`src/rtl/tx_prbs_mapper.sv`:
```
// PRBS-driven 4-ASK symbol source: a Fibonacci LFSR feeds Gray-coded bit pairs
// into a 1s17 level mapper, with a period marker for the downstream averager.
module tx_prbs_mapper #(
   parameter int unsigned          LFSR_WID = 22,
   parameter logic [LFSR_WID-1:0]  TAPS     = 22'h300000,
   parameter logic [LFSR_WID-1:0]  SEED     = '1
) (
   input  logic                clk,
   input  logic                reset,
   input  logic                sym_clk_en,
   input  logic                force_outer,
   output logic signed [17:0]  sym_out,
   output logic [1:0]          sym_bits,
   output logic                sym_valid,
   output logic                clr_acc
);

   localparam logic signed [17:0] LVL_INNER = 18'sd32768;
   localparam logic signed [17:0] LVL_OUTER = 18'sd98304;
   localparam logic [LFSR_WID-1:0] CNT_LAST = {{(LFSR_WID-1){1'b1}}, 1'b0};
   localparam logic [LFSR_WID-1:0] CNT_ONE  = {{(LFSR_WID-1){1'b0}}, 1'b1};

   // Gray pair to level: bit[1] is the sign, bit[0]=0 selects the outer ring.
   function automatic logic signed [17:0] map_symbol(input logic [1:0] pair,
                                                     input logic       outer);
      logic signed [17:0] mag;
      mag = (outer || !pair[0]) ? LVL_OUTER : LVL_INNER;
      return pair[1] ? mag : -mag;
   endfunction

   logic [LFSR_WID-1:0] lfsr_q, lfsr_d;
   logic [LFSR_WID-1:0] cnt_q, cnt_d;
   logic signed [17:0]  sym_out_q, sym_out_d;
   logic [1:0]          sym_bits_q, sym_bits_d;
   logic                sym_valid_q;
   logic                clr_acc_q, clr_acc_d;
   logic                fb;
   logic                lfsr_zero;
   logic                cnt_wrap;

   always_comb begin
      fb        = ^(lfsr_q & TAPS);
      lfsr_zero = (lfsr_q == '0);
      cnt_wrap  = (cnt_q == CNT_LAST);

      // An all-zero register would never leave zero; reload and emit pair 00.
      if (lfsr_zero) begin
         sym_bits_d = 2'b00;
         lfsr_d     = SEED;
      end else begin
         sym_bits_d = lfsr_q[LFSR_WID-1 -: 2];
         lfsr_d     = {lfsr_q[LFSR_WID-2:0], fb};
      end

      sym_out_d = map_symbol(sym_bits_d, force_outer);
      cnt_d     = cnt_wrap ? '0 : cnt_q + CNT_ONE;
      clr_acc_d = cnt_wrap;
   end

   always_ff @(posedge clk) begin
      if (reset) begin
         lfsr_q      <= SEED;
         cnt_q       <= '0;
         sym_out_q   <= '0;
         sym_bits_q  <= 2'b00;
         sym_valid_q <= 1'b0;
         clr_acc_q   <= 1'b0;
      end else begin
         sym_valid_q <= sym_clk_en;
         if (sym_clk_en) begin
            lfsr_q     <= lfsr_d;
            cnt_q      <= cnt_d;
            sym_out_q  <= sym_out_d;
            sym_bits_q <= sym_bits_d;
            clr_acc_q  <= clr_acc_d;
         end
      end
   end

   assign sym_out   = sym_out_q;
   assign sym_bits  = sym_bits_q;
   assign sym_valid = sym_valid_q;
   assign clr_acc   = clr_acc_q;

endmodule

```
`config.mk`:
```
export PLATFORM = sky130hd
export DESIGN_NAME = tx_prbs_mapper
export DESIGN_NICKNAME = d
export VERILOG_FILES = /design/src/rtl/tx_prbs_mapper.sv
export SDC_FILE = /design/constraint.sdc
export NUM_CORES = 1
export LEC_CHECK = 0
export CORE_ASPECT_RATIO = 1.75
export CORE_UTILIZATION = 55
export DETAILED_ROUTE_END_ITERATION = 10
export GPL_TIMING_DRIVEN = 0
export PLACE_DENSITY = 0.83
export SLEW_MARGIN = 25
export SYNTH_ARGS = -nofsm -noshare
export SYNTH_HDL_FRONTEND = slang
export SYNTH_SLANG_ARGS = --single-unit
```
`constraint.sdc`:
```
create_clock -name clk -period 2.3 [get_ports clk]
set_clock_uncertainty 0.1 [all_clocks]
set_input_delay 0.46 -clock clk [delete_from_list [all_inputs] [get_ports clk]]
set_output_delay 0.46 -clock clk [all_outputs]
set_load 0.01 [all_outputs]
```
==> out/results.ini <==
[timing]
setup_viol=0
fmax_mhz=472
rsz0062_at_grt=false
report.final.slew_viol_count=0
finalHoldViolCount=0
min_period_ns=2.12
period_share_pct=92.2

[route]
drtIter0Drc=37
via_per_inst=5.54
wl_per_cell_um=13.4
routed_wl_mm=4.11
drc_errors=0
final_antenna_net_count=0
vias=1695
dr.pass1.iters=4

[global_routing]
grt_max_degree=16
grt_pass1_wl_mm=7.19
antenna_found_initial=0
grt-ovfl-total=0
grt_pass1_vias=1684
grtUsageTotal_pct=21.1

[placed_design]
port_buffers=9
gp_congestion=0.858
hpwl_mm=3.09

[clocking]
clk_latency_ns=0.30
clock_sinks=51
postCtsSetupBuffers=0
clkTransAtPathRegs_ns=0.09
clockBufferDepth=2
clk_root_buffer_cell=clkbuf_8
cts_tree=built
h-tree-depth=2
numCtsBuffers=5

[power_and_ir_drop]
power_uw=1620
peakVddDrop_uv=866
power.density_mw_per_mm2=626
power.leakage_uw=0.000936

[floorplanning]
die-area_mm2=0.00441
core_mm2=0.00390
start_util_pct=58.4
die_w_um=50.7
die_y_um=87.1
rows=30
io_pins=26

[logic_synthesis]
yosysWarningCount=0
syn_inst=228
ys_dominant_reg_cell=dfxtp_1
avgSynthCellArea_um2=9.99
yosysSeqAreaShare_pct=44.8
ys_async_sr_fraction_pct=0
synth_area_mm2=0.00228
ys_ff_latch=51
synth-edff-count=0
synth_cell_types=46

[final_layout]
fillers=334
ff_latch_area_mm2=0.00102
drive_gt1_share_pct=18.2
final_util_pct=66.4
area_growth_pct=13.8
antenna_cells=0
fin_nets=265
multiInputGateArea_mm2=0.00112

[worst_hold_path]
min_from=sym_bits[0]
holdPathStages=2
holdPathEnd=sym_bits[0]
hold_path.class=reg -> reg

[status]
status=complete, no violations

[run]
maxCapViolCount=0

[critical_path]
r2r_cells=8
rrSetupSlack_ns=0.18
worstSetupPathType=reg -> reg
rr_endpoint=cnt_q[11]
rr_startpoint=cnt_q[0]
cp_max_fo=10
worst_setup_path_end_kind=flip-flop
cp.arrival_ns=2.21
cp.required_ns=2.39
cp-start-kind=flip-flop

## kinds of logic after synthesis
| group | share of synthesized area (%) |
|---|---|
| AND/OR/NAND/NOR | 23.3 |
| flip-flops | 44.8 |
| AO/OA/AOI/OAI | 13.8 |
| buffers and inverters | 8.35 |
| XOR/XNOR | 6.15 |
| multiplexers | 1.76 |
| adder cells (fa/ha/maj) | 1.65 |
| other | 0.165 |
## layout by cell type, fill, tap and decap left out, types with 2 or more instances in the layout
master,synthesis,layout
xnor2_1,11,11
xor2_1,5,5
or3_1,5,5
a2bb2oi_1,2,2
mux2i_1,4,4
ha_1,3,3
inv_1,7,7
nor4_1,10,10
buf_2,2,2
buf_4,15,15
nor3_1,4,4
dfxtp_1,51,51
and3_1,2,2
nor2_1,16,16
a21oi_1,2,2
conb_1,1,15
nand4_1,6,6
nor2_2,9,9
nand3_1,5,5
clkbuf_8,0,5
clkbuf_1,5,5
o22a_1,20,20
nand2_1,14,14
buf_6,2,2
nand4_4,2,2
o21ai_0,4,4
clkdlybuf4s50_1,0,8
## cells in the mapped netlist (all sizes together), types with 2 or more instances
master | n | area share, %
a2bb2oi | 2 | 0.77
nor4 | 12 | 4.2
clkbuf | 5 | 0.82
o22a | 20 | 7.7
mux2i | 4 | 1.8
nand4 | 9 | 4.1
a21oi | 2 | 0.44
or3 | 6 | 1.9
nor2 | 25 | 5.1
nand2 | 14 | 2.3
nor3 | 4 | 0.88
inv | 7 | 1.2
buf | 19 | 6.4
dfxtp | 51 | 45
nand3 | 7 | 2.3
o21ai | 6 | 1.8
ha | 3 | 1.6
xor2 | 5 | 1.9
and3 | 2 | 0.55
xnor2 | 11 | 4.2
## worst max-delay path, stage by stage, from the launching register on
cell	delay, ns
dfxtp_1	0.32
clkbuf_1	0.19
inv_1	0.10
ha_1	0.14
nand2_1	0.07
or4b_4	0.55
o21ai_4	0.26
buf_6	0.21
nor2_1	0.06
## how the worst max path moves through the flow
stage,cells after the start,startpoint,endpoint,slack [ns]
2_1_floorplan,8,cnt_q[0],cnt_q[11],0.41
3_3_place_gp,6,sym_clk_en,cnt_q[11],-0.27
3_5_place_dp,6,sym_clk_en,cnt_q[11],-0.28
4_1_cts,6,sym_clk_en,cnt_q[11],0.02
5_1_grt,8,cnt_q[0],cnt_q[11],0.10
6_report,8,cnt_q[0],cnt_q[11],0.18
## power by group
| group | leakage (uW) | total [uW] | internal [uW] | switching [uW] |
|---|---|---|---|---|
| clock | 0.0000502 | 597 | 318 | 279 |
| combinational | 0.000472 | 116 | 52.4 | 63.5 |
| sequential | 0.000414 | 911 | 898 | 13.2 |
| total | 0.000936 | 1620 | 1270 | 355 |
## timing repair
| item | 4_1_cts | 5_1_grt |
|---|---|---|
| gates resized for setup | 0 | 2 |
| endpoints found under the setup margin | 0 | 13 |
| hold buffers | 0 | 0 |
## flip-flops by register name, summed over array words and instances (netlist names)
register   count
lfsr_q        22
cnt_q         22
sym_out        3
clr_acc        1
sym_bits       2
sym_valid      1
## metal layers
metal	wire (um)	track usage, %
met5	0	0
met4	42	6.82
met3	61	4.36
met2	2380	41.2
met1	1620	21.5
## through the flow
step	instances	worst slack, ns	setup TNS [ns]	cell area, um^2	hold slack [ns]
6_report	306	0.180	0	2590	0.370
5_1_grt	306	0.102	0	2590	0.398
4_1_cts	306	0.0249	0	2590	0.376
3_5_place_dp	299	-0.284	-3.92	2480	0.353
3_3_place_gp	299	-0.269	-3.70	2480	0.338
2_1_floorplan	242	0.408	0	2330	0.360
## cell type report
cell class                 count  area share (%)
tap                           48            2.32
clock buffer                   5            2.65
multi-input combinational    160            43.3
timing repair buffer           9            3.57
inverter                       7            1.01
sequential                    51            39.4
clock inverter                 2            1.45
buffer                        24            6.32
No activity file was read; power rests on OpenSTA's default activity.
